## src/rtl/atm_card_auth_if.sv

```systemverilog
// Card/keypad/session signals of the ATM card authentication block.
// master drives card, keypad and session inputs; slave is the authenticator.
interface atm_card_auth_if #(
  parameter int unsigned PIN_DIGITS = 4
);
  logic                    card_valid;
  logic [7:0]              card_no;
  logic [4*PIN_DIGITS-1:0] ref_pin;
  logic                    key_valid;
  logic [3:0]              key_code;
  logic                    session_done;
  logic                    auth_valid;
  logic [7:0]              auth_card;
  logic                    pin_err;
  logic                    retain;
  logic                    eject;
  logic                    timeout;
  logic [2:0]              digit_cnt;

  modport master (
    output card_valid, card_no, ref_pin, key_valid, key_code, session_done,
    input  auth_valid, auth_card, pin_err, retain, eject, timeout, digit_cnt
  );

  modport slave (
    input  card_valid, card_no, ref_pin, key_valid, key_code, session_done,
    output auth_valid, auth_card, pin_err, retain, eject, timeout, digit_cnt
  );
endinterface

```

## src/rtl/atm_card_auth.sv

```systemverilog
// ATM card PIN authentication: collects BCD PIN digits, compares against the
// stored PIN, counts wrong attempts and decides between auth, eject and retain.
module atm_card_auth #(
  parameter int unsigned PIN_DIGITS  = 4,
  parameter int unsigned MAX_TRIES   = 3,
  parameter int unsigned TIMEOUT_CYC = 1000
) (
  input logic            clk,
  input logic            rst,
  atm_card_auth_if.slave bus
);
  localparam int unsigned PW = 4 * PIN_DIGITS;
  localparam int unsigned TW = (MAX_TRIES > 1) ? $clog2(MAX_TRIES + 1) : 1;
  localparam int unsigned IW = (TIMEOUT_CYC > 2) ? $clog2(TIMEOUT_CYC) : 1;

  typedef enum logic [2:0] {
    S_IDLE,
    S_COLLECT,
    S_CHECK,
    S_AUTH,
    S_RETAIN,
    S_EJECT
  } state_t;

  state_t          state_q, state_d;
  logic [PW-1:0]   pin_buf_q, pin_buf_d;
  logic [PW-1:0]   ref_q, ref_d;
  logic [7:0]      card_q, card_d;
  logic [2:0]      cnt_q, cnt_d;
  logic [TW-1:0]   tries_q, tries_d;
  logic [IW-1:0]   idle_q, idle_d;
  logic            tmo_q, tmo_d;
  logic            pin_err_c;

  always_ff @(posedge clk or posedge rst) begin
    if (rst) begin
      state_q   <= S_IDLE;
      pin_buf_q <= '0;
      ref_q     <= '0;
      card_q    <= '0;
      cnt_q     <= '0;
      tries_q   <= '0;
      idle_q    <= '0;
      tmo_q     <= 1'b0;
    end else begin
      state_q   <= state_d;
      pin_buf_q <= pin_buf_d;
      ref_q     <= ref_d;
      card_q    <= card_d;
      cnt_q     <= cnt_d;
      tries_q   <= tries_d;
      idle_q    <= idle_d;
      tmo_q     <= tmo_d;
    end
  end

  always_comb begin
    state_d   = state_q;
    pin_buf_d = pin_buf_q;
    ref_d     = ref_q;
    card_d    = card_q;
    cnt_d     = cnt_q;
    tries_d   = tries_q;
    idle_d    = idle_q;
    tmo_d     = 1'b0;
    pin_err_c = 1'b0;

    case (state_q)
      S_IDLE: begin
        if (bus.card_valid && (bus.card_no != 8'h00)) begin
          card_d    = bus.card_no;
          ref_d     = bus.ref_pin;
          pin_buf_d = '0;
          cnt_d     = '0;
          tries_d   = '0;
          idle_d    = '0;
          state_d   = S_COLLECT;
        end
      end

      S_COLLECT: begin
        idle_d = idle_q + IW'(1);
        // Any key, even an unused code, restarts the idle window and beats expiry.
        if (bus.key_valid) begin
          idle_d = '0;
          if (bus.key_code <= 4'd9) begin
            if (cnt_q < 3'(PIN_DIGITS)) begin
              pin_buf_d = (pin_buf_q << 4) | PW'(bus.key_code);
              cnt_d     = cnt_q + 3'd1;
            end
          end else begin
            case (bus.key_code)
              4'hA: begin
                state_d = S_EJECT;
                card_d  = '0;
              end
              4'hB: begin
                if (cnt_q == 3'(PIN_DIGITS)) state_d = S_CHECK;
              end
              4'hC: begin
                pin_buf_d = '0;
                cnt_d     = '0;
              end
              default: ;
            endcase
          end
        end else if (idle_q == IW'(TIMEOUT_CYC - 1)) begin
          state_d = S_EJECT;
          card_d  = '0;
          tmo_d   = 1'b1;
        end
      end

      S_CHECK: begin
        if (pin_buf_q == ref_q) begin
          state_d = S_AUTH;
        end else begin
          pin_err_c = 1'b1;
          tries_d   = tries_q + TW'(1);
          pin_buf_d = '0;
          cnt_d     = '0;
          idle_d    = '0;
          if (tries_q + TW'(1) == TW'(MAX_TRIES)) begin
            state_d = S_RETAIN;
            card_d  = '0;
          end else begin
            state_d = S_COLLECT;
          end
        end
      end

      S_AUTH: begin
        if (bus.session_done) begin
          state_d = S_EJECT;
          card_d  = '0;
        end
      end

      S_RETAIN: state_d = S_IDLE;
      S_EJECT:  state_d = S_IDLE;
      default:  state_d = S_IDLE;
    endcase
  end

  assign bus.auth_valid = (state_q == S_AUTH);
  assign bus.auth_card  = card_q;
  assign bus.pin_err    = pin_err_c;
  assign bus.retain     = (state_q == S_RETAIN);
  assign bus.eject      = (state_q == S_EJECT);
  assign bus.timeout    = tmo_q;
  assign bus.digit_cnt  = cnt_q;
endmodule

```

## src/flat_wrapper.sv

```systemverilog
// flat-port wrapper written by rule: the top's interface ports become plain ports
module atm_card_auth_flat 
#(
  parameter int unsigned PIN_DIGITS  = 4,
  parameter int unsigned MAX_TRIES   = 3,
  parameter int unsigned TIMEOUT_CYC = 1000
)
  (clk, rst, bus_card_valid, bus_card_no, bus_ref_pin, bus_key_valid, bus_key_code, bus_session_done, bus_auth_valid, bus_auth_card, bus_pin_err, bus_retain, bus_eject, bus_timeout, bus_digit_cnt);
  atm_card_auth_if #(.PIN_DIGITS(PIN_DIGITS)) bus_i ();
  input logic clk;
  input logic rst;
  input wire logic [$bits(bus_i.card_valid)-1:0] bus_card_valid;
  input wire logic [$bits(bus_i.card_no)-1:0] bus_card_no;
  input wire logic [$bits(bus_i.ref_pin)-1:0] bus_ref_pin;
  input wire logic [$bits(bus_i.key_valid)-1:0] bus_key_valid;
  input wire logic [$bits(bus_i.key_code)-1:0] bus_key_code;
  input wire logic [$bits(bus_i.session_done)-1:0] bus_session_done;
  output wire logic [$bits(bus_i.auth_valid)-1:0] bus_auth_valid;
  output wire logic [$bits(bus_i.auth_card)-1:0] bus_auth_card;
  output wire logic [$bits(bus_i.pin_err)-1:0] bus_pin_err;
  output wire logic [$bits(bus_i.retain)-1:0] bus_retain;
  output wire logic [$bits(bus_i.eject)-1:0] bus_eject;
  output wire logic [$bits(bus_i.timeout)-1:0] bus_timeout;
  output wire logic [$bits(bus_i.digit_cnt)-1:0] bus_digit_cnt;
  assign bus_i.card_valid = bus_card_valid;
  assign bus_i.card_no = bus_card_no;
  assign bus_i.ref_pin = bus_ref_pin;
  assign bus_i.key_valid = bus_key_valid;
  assign bus_i.key_code = bus_key_code;
  assign bus_i.session_done = bus_session_done;
  assign bus_auth_valid = bus_i.auth_valid;
  assign bus_auth_card = bus_i.auth_card;
  assign bus_pin_err = bus_i.pin_err;
  assign bus_retain = bus_i.retain;
  assign bus_eject = bus_i.eject;
  assign bus_timeout = bus_i.timeout;
  assign bus_digit_cnt = bus_i.digit_cnt;
  atm_card_auth #(.PIN_DIGITS(PIN_DIGITS), .MAX_TRIES(MAX_TRIES), .TIMEOUT_CYC(TIMEOUT_CYC)) u_core (.clk(clk), .rst(rst), .bus(bus_i));
endmodule
```

## config.mk

```make
export PLATFORM = sky130hd
export DESIGN_NAME = atm_card_auth_flat
export DESIGN_NICKNAME = d
export VERILOG_FILES = /design/src/rtl/atm_card_auth_if.sv /design/src/rtl/atm_card_auth.sv /design/src/flat_wrapper.sv
export SDC_FILE = /design/constraint.sdc
export NUM_CORES = 1
export LEC_CHECK = 0
export ABC_CLOCK_PERIOD_IN_PS = 5400
export CORE_MARGIN = 4
export CORE_UTILIZATION = 58
export DETAILED_ROUTE_END_ITERATION = 10
export PLACE_DENSITY = 0.85
export SLEW_MARGIN = 25
export SYNTH_ARGS = -nofsm -noshare
export SYNTH_HDL_FRONTEND = slang
export SYNTH_SLANG_ARGS = --single-unit
```

## constraint.sdc

```tcl
create_clock -name clk -period 5.4 [get_ports clk]
set_input_delay 1.08 -clock clk [delete_from_list [all_inputs] [get_ports clk]]
set_output_delay 1.08 -clock clk [all_outputs]
set_load 0.02 [all_outputs]
```

==> metrics list, run 1 <==
* Clock Path Buffers: 2
- The placed instances occupy a cell area of around 3600 sq um.
- Hold buffers post-CTS: 0
- The via count of the first global-routing pass is approximately 2200.
* Level count of the clock H-tree: 3
- Setup violations remaining at the end of the flow were counted as 0.
- The die covers between 6000 and 7000 sq um.
- Across every metal layer, demand over resource in global routing totals a little over a fifth.
- Cells on Worst Hold Path: 1
- Number of flip-flops and latches in the synthesized netlist: a little under 60
- The most used flip-flop cell after synthesis is sky130_fd_sc_hd__dfrtp_1.
- Measured along the x axis, the die boundary spans between 80 and 90 um.
- Maximum number of pins on one net before global-route repair: 60
* Yosys warns: 0
- Area share of the leading cell type in the synthesized netlist: between 40% and 50%
- In the final layout, the share of cells above drive strength 1 is between 10 and 15%.
* Power share of the sequential group: 40.1%
- Clock tree synthesis found a total of 59 sinks.
* Sequential share of the synthesized area: 48.10%
- Cells along the critical path: xnor2_1, nand4_1, nor4_2, nand2b_1, inv_1, clkdlybuf4s50_1
- Cells after Synth: 290
* Type of the most critical hold path: flop to flop
- Routability cong.: ~0.84
* Setup CP Type: flop to output pin
- IR analysis of the VDD net gives a maximum drop of around 0.00029 V.
- The largest single stage delay on the critical path is between 800 and 900 ps.
- Setup repair after global routing left no endpoint under its margin.
- Across all register-to-register paths, the minimum setup slack is around 3000 ps.
- The analysis attributes to net switching a power of between 600 and 700 uW.
- First-pass detailed-route iteration total: 4
* Data arrival time of the critical path: roughly 2800 ps
- Post-route cell area: around 3700 sq um
* Total number of placement rows: 26
- The first routing iteration left approximately 170 violations.
- Once the clock tree was built, the resizer swapped 0 gates to a different size.
- Yosys mapped the design onto 46 distinct sky130hd cell types.
- Result of the run: complete, no violations
- Hold path startpoint: u_core.idle_q[9]$_DFFE_PP0P_
* Clock latency on the worst-skew pair: 340 ps
- R2R Path End: u_core.pin_buf_q[13]$_DFFE_PP0P_
- Total power divided by cell area: between 400 and 500 nW/um^2
* Input/output buffers: 48
- Dominant cell by count in the synthesized netlist: sky130_fd_sc_hd__dfrtp_1
* Post-Syn Area: a little over 3000 sq um
- Static Leak: approximately 0.0016 uW
* Wire length of the first global-routing pass: 10320 um
* # DRC: 0
- In the final design database the tool counted around 380 nets.
* Count of boundary I/O pins: about 50
* Number of hold-slack violations in the final timing report: 0
- Compared with the post-synthesis result, the final layout area differs by 22.05%.
* Int Power: ~1100 uW
- Setup fix buffers added after clock tree synthesis: 0
- Net count after synthesis: 327
- Cell type contributing the most total cell area after synthesis: sky130_fd_sc_hd__dfrtp_1
- The critical path starts at u_core.pin_buf_q[4]$_DFFE_PP0P_.
* Via density: about 5.4
- Detailed placement finished with a half-perimeter wire length of about 4400 um.
- Power after layout: around 1800 uW
- Per report_power, the clock group accounts for between 10% and 20% of the total.
* Die span in y: 80.75 um
- TritonCTS built the clock tree.
- At the pin with the least slew margin, the transition time is ~870 ps.
* Final cycle utilization of the critical path: between 70% and 80%
- Each instance of the synthesized netlist takes up on average roughly 11 sq um.
- Antenna diode count: 0
* Dominant cells by area after synthesis: sky130_fd_sc_hd__dfrtp_1 48%, sky130_fd_sc_hd__mux2_2 9.2%, sky130_fd_sc_hd__mux2i_1 6.5%
* Root Buffer: sky130_fd_sc_hd__clkbuf_8
- Wire length after detailed routing: approximately 6200 um
- Worst path required time: approximately 4300 ps
* Top post-synthesis cells by count: 59 x sky130_fd_sc_hd__dfrtp_1, 28 x sky130_fd_sc_hd__inv_1, 25 x sky130_fd_sc_hd__mux2_2, 25 x sky130_fd_sc_hd__nand2_1, 20 x sky130_fd_sc_hd__mux2i_1
- Routed len/inst: ~15 um
* Critical Path Fanout Max: 7
- Count of flip-flops with a built-in enable after synthesis: 0
- The count of nets left with antenna violations once routing finished came out at 0.
- Congestion Overflow GR: 0
* Critical path capture point type: output pin
* Placeable core area: 5107 sq um
- The startpoint identified for the worst register-to-register timing path is u_core.pin_buf_q[4]$_DFFE_PP0P_.
* CTS Buf Count: 9
* # Max-Cap Violations: 0
* Summed negative setup slack over all endpoints: 0 ps
- Between clock sinks in the finished design, the worst skew comes to between 7 and 8 ps.
- Reg clk slew, reported paths: about 70 ps
- Switch share: a little under two fifths
- In the synthesized netlist the async set-or-reset flop fraction comes to 100.0%.
- Vias after detailed routing: 2250
- Number of pins with negative max-slew slack in the final report: 0
* Antenna violations before repair: 0
- For this configuration, the core starts out at a cell density of 60.09%.
- In this run the tightest slew margin relative to its limit is around two fifths.
* Final period demand of the worst path: 3830 ps
- Timing would allow up to roughly 0.26 GHz.
- Measured in cells, the most critical reg-to-reg path has a length of 6.
* Endpoint of the worst hold path: u_core.idle_q[9]$_DFFE_PP0P_
- The slowest stage of the critical path belongs to the cell sky130_fd_sc_hd__nor4_2.
- Gate power share: 42.0%
- STA classifies the critical path startpoint as a flop.
## metrics by stage
step	worst slack, ps	hold slack [ps]	cells	util, %
6_report	1570	487.4	413	73.35
5_1_grt	1413	534.8	413	73.35
4_1_cts	1548	487.8	412	73.13
3_5_place_dp	1556	478.8	398	70.24
3_3_place_gp	1647	475.8	398	70.14
2_1_floorplan	2660	449.3	290	-
## metal layers
metal	GRT usage [%]	wire length [um]	vias to the layer above
met1	27.39	2826	1099
met4	6.588	66	0
met2	33.36	3026	45
met5	0	0	-
li1	-	-	1099
met3	6.874	270	7
## critical path: cells and delay by family, from the launching register on
| family | cells | cell delay, ps |
|---|---|---|
| xor gates and xnor gates | 1 | 180 |
| buffers and inverters | 2 | 580 |
| DFF | 1 | 410 |
| and+or+nand+nor | 3 | 1250 |
## power groups by stage
stage / clock, uW / sequential, uW / combinational [uW]
6_report: 320 / 718 / 752
2_1_floorplan: 0 / 722 / 546
3_3_place_gp: 0 / 718 / 719
4_1_cts: 329 / 717 / 748
3_5_place_dp: 0 / 724 / 744
5_1_grt: 354 / 741 / 825
## cell type report
cell class                      instances  area (sq um)
Timing Repair Buffer                   50         499.2
Clock inverter                          4         20.02
Multi-Input combinational cell        192          1430
Fill cell                             380          1361
Sequential cell                        59          1476
Tap cell                               70         87.58
Inverter                               28         105.1
Clock buffer                           10         127.6
## layout by cell type (no fill, tap or decap), types with 2 or more instances in the layout
cell                              count
sky130_fd_sc_hd__o21a_1               3
sky130_fd_sc_hd__nor3_1               8
sky130_fd_sc_hd__o22ai_1              2
sky130_fd_sc_hd__o211ai_1             2
sky130_fd_sc_hd__inv_1               27
sky130_fd_sc_hd__mux2_2              25
sky130_fd_sc_hd__xnor2_1             18
sky130_fd_sc_hd__nand2b_1             5
sky130_fd_sc_hd__nand4_1              8
sky130_fd_sc_hd__nand3_1              4
sky130_fd_sc_hd__nand3b_1             3
sky130_fd_sc_hd__mux2i_1             20
sky130_fd_sc_hd__nor4_1               4
sky130_fd_sc_hd__clkbuf_8             9
sky130_fd_sc_hd__ha_1                 4
sky130_fd_sc_hd__a21oi_1              6
sky130_fd_sc_hd__clkinv_2             4
sky130_fd_sc_hd__o21ai_0              8
sky130_fd_sc_hd__a311oi_1             2
sky130_fd_sc_hd__and2_1               2
sky130_fd_sc_hd__a31oi_1              2
sky130_fd_sc_hd__clkdlybuf4s50_1     48
sky130_fd_sc_hd__a21o_1               2
sky130_fd_sc_hd__nand4b_1             2
sky130_fd_sc_hd__or2_2                2
sky130_fd_sc_hd__and3_1               2
sky130_fd_sc_hd__dfrtp_1             59
sky130_fd_sc_hd__nor2_1              15
sky130_fd_sc_hd__nand2_1             25
sky130_fd_sc_hd__nor3b_1              3
## logic make-up (layout without fill, tap and decap cells)
kind of cell	Yosys count	in the layout	synth area share [%]
DFF	59	59	48.10
xor gates and xnor gates	18	18	5.137
AOI/OAI and AO/OA	37	37	8.561
buffers and inverters	39	92	5.462
muxes	45	45	15.70
adders and majority gates	4	4	1.631
and+or+nand+nor	88	88	15.41
## flip-flops by register name, summed over array words and instances (netlist names)
signal                flops
u_core.tries_q            2
u_core.idle_q            10
u_core.bus.auth_card      8
u_core.state_q            3
u_core.pin_buf_q         16
u_core.bus.digit_cnt      3
u_core.ref_q             16
u_core.bus.timeout        1
## how the worst max path moves through the flow
| stage | slack [ps] | depth (start not counted) | end |
|---|---|---|---|
| floorplan | 2660 | 6 | u_core.pin_buf_q[11]$_DFFE_PP0P_ |
| global placement | 1650 | 6 | u_core.pin_buf_q[14]$_DFFE_PP0P_ |
| detailed placement | 1560 | 6 | u_core.pin_buf_q[13]$_DFFE_PP0P_ |
| CTS | 1550 | 6 | bus_pin_err |
| global route | 1410 | 6 | bus_pin_err |
| finish | 1570 | 6 | bus_pin_err |
(Power assumes the default switching activity.)
==> inputs of run 2 (changes only) <==
Settings changed: ABC_CLOCK_PERIOD_IN_PS 5400 to 3910, CORE_UTILIZATION 58 to 54, PLACE_DENSITY 0.85 to 0.8.
Clock period 5.4 ns to 3.91 ns, I/O delays scaled along.
==> run 2 against run 1 <==
Effect of this change:
- routed wire length increased by 0.24%
- worst setup slack got worse by 860 ps
- largest cell class unchanged
- worst hold slack better by 13 ps
- clock power increased by 110%
- register-to-register slack got worse by 1300 ps
- final area up 2.9%
- sequential power up 38%
- die area increased by 6.7%
- non-clock buffer count up 2
- clock-buffer cell count is 1 higher
- cell count grew 1.5%
==> metrics list, run 2 (synthesis results as in run 1) <==
- Result of the run: complete, no violations
- Routability cong.: around 0.84
- The worst hold path belongs to the class flop to flop.
* Final period demand of the worst path: 3203 ps
- For this design the static power due to leakage is between 0.0015 and 0.002 uW.
* Commonest cells after routing, fill and taps aside: 59 x sky130_fd_sc_hd__dfrtp_1, 48 x sky130_fd_sc_hd__clkdlybuf4s50_1, 27 x sky130_fd_sc_hd__inv_1, 25 x sky130_fd_sc_hd__nand2_1, 25 x sky130_fd_sc_hd__mux2_2
- In this design, the stage delay of the slowest critical-path cell is 600 ps.
- Post-Place Cells: slightly above 400
* Wire length after detailed routing: roughly 6200 um
* GRT Util Overall: approximately a fifth
* Data arrival time of the critical path: roughly 2400 ps
* Post-layout util: a little over two thirds
- Summed over all layers, the global routing overflow is 0.
* Routed len/inst: 14.81 um
- Setup violations remaining at the end of the flow were counted as 0.
- Wire length of the first global-routing pass: between 10000 and 15000 um
- Worst path required time: approximately 3100 ps
- Die span in y: approximately 83 um
* Post-detailed-placement half-perimeter wirelength: approximately 4400 um
* Placeable core area: ~5500 sq um
- Tightest slew margin relative to the limit: 45.06%
- Setup repair after global routing missed its margin: false
* Clock latency on the worst-skew pair: 330 ps
- Reg clk slew, reported paths: 70 ps
* Vias after detailed routing: about 2300
- Starting DRC count in detailed routing: about 190
- Leaving out fill and tap cells, the most frequent cell in the layout is sky130_fd_sc_hd__dfrtp_1.
- In the global route stage, met2 resource usage came out at between 30% and 40%.
- Before antenna repair, the detailed router went through 4 iterations.
* Cells along the critical path: nand2b_1, nor2_1, nand2b_1, inv_1, clkdlybuf4s50_1
- For this run, global-route usage on met1 was measured as about a quarter.
- On the final layout, the worst clock skew is 3.735 ps.
* Total number of placement rows: 27
* Max rail drop VDD: 0.0003608 V
* Clock Path Buffers: 2
- On the critical path, the stage with the largest delay is an instance of sky130_fd_sc_hd__clkdlybuf4s50_1.
- Number of pins with negative max-slew slack in the final report: 0
* Layout area overhead: 25.56%
- Die outline area: 6954 sq um
* Setup fix buffers added after clock tree synthesis: 0
* Most heavily used metal layer in global routing: met2
* Antenna Nets Post-Route: 0
* Clock tree from TritonCTS: built
* Antenna diode count: 0
- Of all nets on the critical path, the largest fanout is 11.
- Of the cells placed in the final design, the portion with a size suffix greater than 1 is 15.27%.
* Worst-Margin Slew: roughly 820 ps
- Setup CP Type: flop to output pin
- Entering global routing, the biggest net connects 38 pins.
- Input and output buffers added on the ports amount to 48.
- Hold buffers post-CTS: 0
- Clock tree synthesis inserted a total of 9 buffers.
- For the final routed database, the setup TNS stands at 0 ps.
- Die W: between 80 and 90 um
- Number of hold-slack violations in the final timing report: 0
- The number of antenna violations at the first check in global routing came to 0.
- Met3 capacity usage during global routing: under 10%
* Level count of the clock H-tree: 3
- Count of boundary I/O pins: 49
* # DRC: 0
- Maximum frequency from static timing analysis: around 0.31 GHz
- # Max-Cap Violations: 0
- After detailed routing, the number of vias per cell comes to around 5.5.
- Critical path capture point type: output pin
- Leaving out filler cells and counting taps, the final layout contains 419.
* Most Frequent Cell on Critical Path: sky130_fd_sc_hd__nand2b_1
* Via count of the first global-routing pass: roughly 2400
- Once the floorplan was initialized, standard cells occupied ~56% of the core.
- Total number of clock tree sinks: 59
- Number of instances resized during post-cts repair: 0
* Biggest registers after layout: u_core.pin_buf_q (16), u_core.ref_q (16), u_core.idle_q (10)
- The cell sitting at the root of the clock tree is a sky130_fd_sc_hd__clkbuf_8.
- The final critical path takes up between 80 and 90% of the cycle.
* NumNets Final: between 300 and 400
- CP Launch Type: flop
* Total power divided by cell area: ~700 nW/um^2
run 2: cell types whose count changed in the layout (fill, tap and decap cells not counted):
cell,previous run,this run
sky130_fd_sc_hd__bufinv_16,0,3
sky130_fd_sc_hd__buf_4,1,4
sky130_fd_sc_hd__clkbuf_8,9,10
sky130_fd_sc_hd__buf_6,1,0
sky130_fd_sc_hd__clkinv_2,4,2
run 2: layer usage:
| layer | share of wire (%) | wire (um) | up-vias |
|---|---|---|---|
| met2 | 48 | 2990 | 76 |
| li1 | - | - | 1109 |
| met5 | 0 | 0 | - |
| met3 | 6.2 | 385 | 13 |
| met4 | 2.7 | 170 | 0 |
| met1 | 43 | 2659 | 1101 |
run 2: worst max-delay path, delay by kind of cell (launching register included):
kind / cells / cell delay (ps)
and+or+nand+nor: 3 / 930
DFF: 1 / 480
buffers and inverters: 2 / 690
run 2: cell type report:
| type | count | area, sq um |
|---|---|---|
| Clock buffer | 11 | 141.4 |
| Clock inverter | 5 | 100.1 |
| Fill cell | 422 | 1653 |
| Inverter | 28 | 105.1 |
| Multi-Input combinational cell | 192 | 1430 |
| Sequential cell | 59 | 1476 |
| Tap cell | 72 | 90.09 |
| Timing Repair Buffer | 52 | 510.5 |
run 2: metrics by stage:
stage          setup WS, ps  total power (uW)  hold slack (ps)  instance area, sq um
2_1_floorplan          1468              1751            449.3                  3069
3_3_place_gp          853.8              2005            479.2                  3607
3_5_place_dp          792.8              2038            487.3                  3612
4_1_cts               721.2              2730            496.0                  3854
5_1_grt               556.9              2890            531.5                  3854
6_report              707.3              2708            500.3                  3854
run 2: path summary, 6_finish.rpt:
kind,startpoint,endpoint,slack [ps],cells after the start
min reg2reg,u_core.idle_q[9]$_DFFE_PP0P_,u_core.idle_q[9]$_DFFE_PP0P_,500,1
max reg2reg,u_core.state_q[2]$_DFFE_PP0P_,u_core.ref_q[2]$_DFFE_PP0P_,1710,4
max,u_core.state_q[0]$_DFFE_PP0P_,bus_pin_err,710,5
min,u_core.idle_q[9]$_DFFE_PP0P_,u_core.idle_q[9]$_DFFE_PP0P_,500,1
min in group asynchronous,rst,u_core.idle_q[0]$_DFFE_PP0P_,780,2
max in group asynchronous,rst,u_core.ref_q[0]$_DFFE_PP0P_,2300,3
run 2: power breakdown:
part	leakage (uW)	total, uW	switching (uW)	internal (uW)
sequential	0.000775	988	167	821
combinational	0.000754	1040	512	525
clock	0.000123	683	244	439
==> inputs of run 3 (changes only) <==
Settings changed: ABC_CLOCK_PERIOD_IN_PS 3910 to 2800, CORE_UTILIZATION 54 to 48, PLACE_DENSITY 0.8 to 0.76.
Clock period 3.91 ns to 2.8 ns, I/O delays scaled along.
==> run 3 against run 2 <==
Effect of this change:
- power increased by 33%
- largest power group unchanged
- clock-buffer cell count shrank 2
- utilization shrank 5.8 points
- global-route usage is 1.5 points lower
==> metrics list, run 3 (synthesis results as in run 1) <==
- Result of the run: complete, no violations
- Leaving out fill and tap cells, the most frequent cell in the layout is sky130_fd_sc_hd__dfrtp_1.
* Cells along the critical path: xnor2_1, nand4_1, nor4_4, nand2b_4, inv_1, dlymetal6s2s_1
- Gate power share: between 40% and 50%
* Int Power: between 2000 and 2500 uW
* Vias after detailed routing: around 2200
- In the final layout, flip-flops and latches occupy 1476 sq um.
- Net switching is a little over a third of the power.
* Maximum number of pins on one net before global-route repair: 36
- Worst-Margin Slew: ~830 ps
* Biggest registers after layout: u_core.pin_buf_q (16), u_core.ref_q (16), u_core.idle_q (10)
- Starting DRC count in detailed routing: approximately 120
- Port buffering added 48 buffers.
* Slowest CP cell: sky130_fd_sc_hd__dfrtp_1
- Before antenna repair, the detailed router went through 4 iterations.
- Layout filler cell count: 499
- Setup repair after global routing missed its margin: false
* Maximum frequency from static timing analysis: roughly 0.41 GHz
* Cells on Worst Hold Path: 1
* Commonest cells after routing, fill and taps aside: 59 x sky130_fd_sc_hd__dfrtp_1, 47 x sky130_fd_sc_hd__clkdlybuf4s50_1, 27 x sky130_fd_sc_hd__inv_1, 25 x sky130_fd_sc_hd__nand2_1, 25 x sky130_fd_sc_hd__mux2_2
* # Max-Cap Violations: 0
- Type of the most critical hold path: flop to flop
- At the later pin of the worst-skew pair, clock insertion delay measures roughly 340 ps.
- The analysis attributes to cell leakage a power of between 0.0015 and 0.002 uW.
- Total number of clock tree sinks: 59
- Tightest slew margin relative to the limit: 44.79%
- In this run the worst path has a maximum fanout of 3.
- Antenna Nets Post-Route: 0
* Setup CP Type: flop to output pin
- The die is between 80 and 90 um wide.
* Root Buffer: sky130_fd_sc_hd__clkbuf_8
- Post-CTS timing repair inserted 0 buffers for setup.
- The die is about 90 um tall.
- Layout area overhead: 26.70%
- CTS Buf Count: 9
* Count of boundary I/O pins: about 50
- Via count of the first global-routing pass: ~2300
- NumNets Final: around 390
- The die covers 7738 sq um.
- Worst path required time: approximately 2200 ps
* Congestion Overflow GR: 0
- Routed len/inst: ~15 um
* Number of hold-slack violations in the final timing report: 0
- Global routing used between 10% and 20% of the available tracks.
- For this run, the slowest stage of the critical path takes 390 ps.
- Setup violations remaining at the end of the flow were counted as 0.
* Post-layout util: around 64%
- Routability cong.: a little over 0.8
- The floorplan has 28 rows.
* Antenna diode count: 0
* Via density: ~5.3
* Clock Power Share: between 10% and 20%
- After clock tree synthesis, the clock-pin slew on the worst setup and hold paths is about 70 ps.
- STA classifies the critical path startpoint as a flop.
- Measured in cells, the most critical reg-to-reg path has a length of 4.
- Post-detailed-placement half-perimeter wirelength: around 4600 um
- Logic depth of the worst setup path including buffers: 6
- Across the routed clock network, the largest skew measured is 9.016 ps.
- For this design the ratio of total power to cell area is roughly 930 nW/um^2.
- Max rail drop VDD: approximately 0.00063 V
* Level count of the clock H-tree: 3
* # DRC: 0
- Of the cells placed in the final design, the portion with a size suffix greater than 1 is around 17%.
- Clock Path Buffers: 2
* Power share of the sequential group: 37.7%
* Post-route cell area: approximately 3900 sq um
* Post-placement cell area: roughly 3700 sq um
- The first global-routing pass estimated around 11000 um of wire.
- For this design the total switching power over the nets is 1284 uW.
- Wire length after detailed routing: ~6200 um
* Critical path buffer and inverter count: 2
* Initial core utilization: between 50% and 60%
* Summed negative setup slack over all endpoints: 0 ps
* Internal reg-to-reg setup slack: 640 ps
- Number of pins with negative max-slew slack in the final report: 0
* Placeable core area: between 6000 and 7000 sq um
* Clock tree from TritonCTS: built
* Final period demand of the worst path: between 2000 and 2500 ps
- Critical path capture point type: output pin
- Footprint of the multi-input gates: around 1400 sq um
* Data arrival time of the critical path: about 1900 ps
- The number of antenna violations at the first check in global routing was 0.
* Final cycle utilization of the critical path: ~86%
* Worst path top cell family by delay: simple AND/OR/NAND/NOR gates
-- run 3: changes by cell type in the layout (fill, tap and decap cells not counted), sizes merged --
cell	change
buf	+8
bufinv	-2
clkbuf	-2
clkdlybuf4s50	-1
clkinv	+1
dlymetal6s2s	+1
-- run 3: worst paths after layout --
kind | start | to
max | u_core.ref_q[13]$_DFFE_PP0P_ | bus_pin_err
min | u_core.idle_q[9]$_DFFE_PP0P_ | u_core.idle_q[9]$_DFFE_PP0P_
max reg2reg | u_core.state_q[2]$_DFFE_PP0P_ | u_core.ref_q[7]$_DFFE_PP0P_
min reg2reg | u_core.idle_q[9]$_DFFE_PP0P_ | u_core.idle_q[9]$_DFFE_PP0P_
max in group asynchronous | rst | u_core.bus.auth_card[6]$_DFFE_PP0P_
min in group asynchronous | rst | u_core.ref_q[10]$_DFFE_PP0P_
-- run 3: cell type report --
| cell class | instances | area share [%] |
|---|---|---|
| flip-flops and latches | 59 | 37.97 |
| multi-input cells | 192 | 37.19 |
| repair buffers | 60 | 15.38 |
| clock buffers | 9 | 3.185 |
| inverters | 28 | 2.703 |
| well taps | 75 | 2.413 |
| clock inverters | 4 | 1.158 |
-- run 3: what timing repair did --
item                       4_1_cts  5_1_grt
setup endpoints to repair        1        1
resized for setup                1        2
hold buffers                     0        0
hold endpoints to repair         0        0
pin swaps                        0        2
-- run 3: worst reg2reg max path: cells and delay by family, from the launching register on --
family | cells | cell delay (ps)
simple gates | 2 | 910
flops | 1 | 500
mux | 1 | 420
compound gates | 1 | 220
-- run 3: power by group through the flow --
stage          Clock, uW  Combinational (uW)  Sequential [uW]
2_1_floorplan          0                1050             1390
3_3_place_gp           0                1500             1370
3_5_place_dp           0                1540             1380
4_1_cts              727                1550             1370
5_1_grt              765                1700             1400
6_report             704                1550             1360
-- run 3: per-layer routing --
metal | track usage [%] | part of all wire (%)
met1 | 22.43 | 44
met4 | 5.160 | 1.1
met5 | 0 | 0
met2 | 29.66 | 49
met3 | 6.491 | 5.8
-- run 3: metrics by stage --
stage,power [uW],setup slack (ps),hold WS [ps],std cells
2_1_floorplan,2445,579.6,449.3,290
3_3_place_gp,2875,156.0,477.5,414
3_5_place_dp,2920,119.0,488.1,414
4_1_cts,3641,10.59,497.2,427
5_1_grt,3871,220.3,517.6,427
6_report,3612,379.9,489.8,427
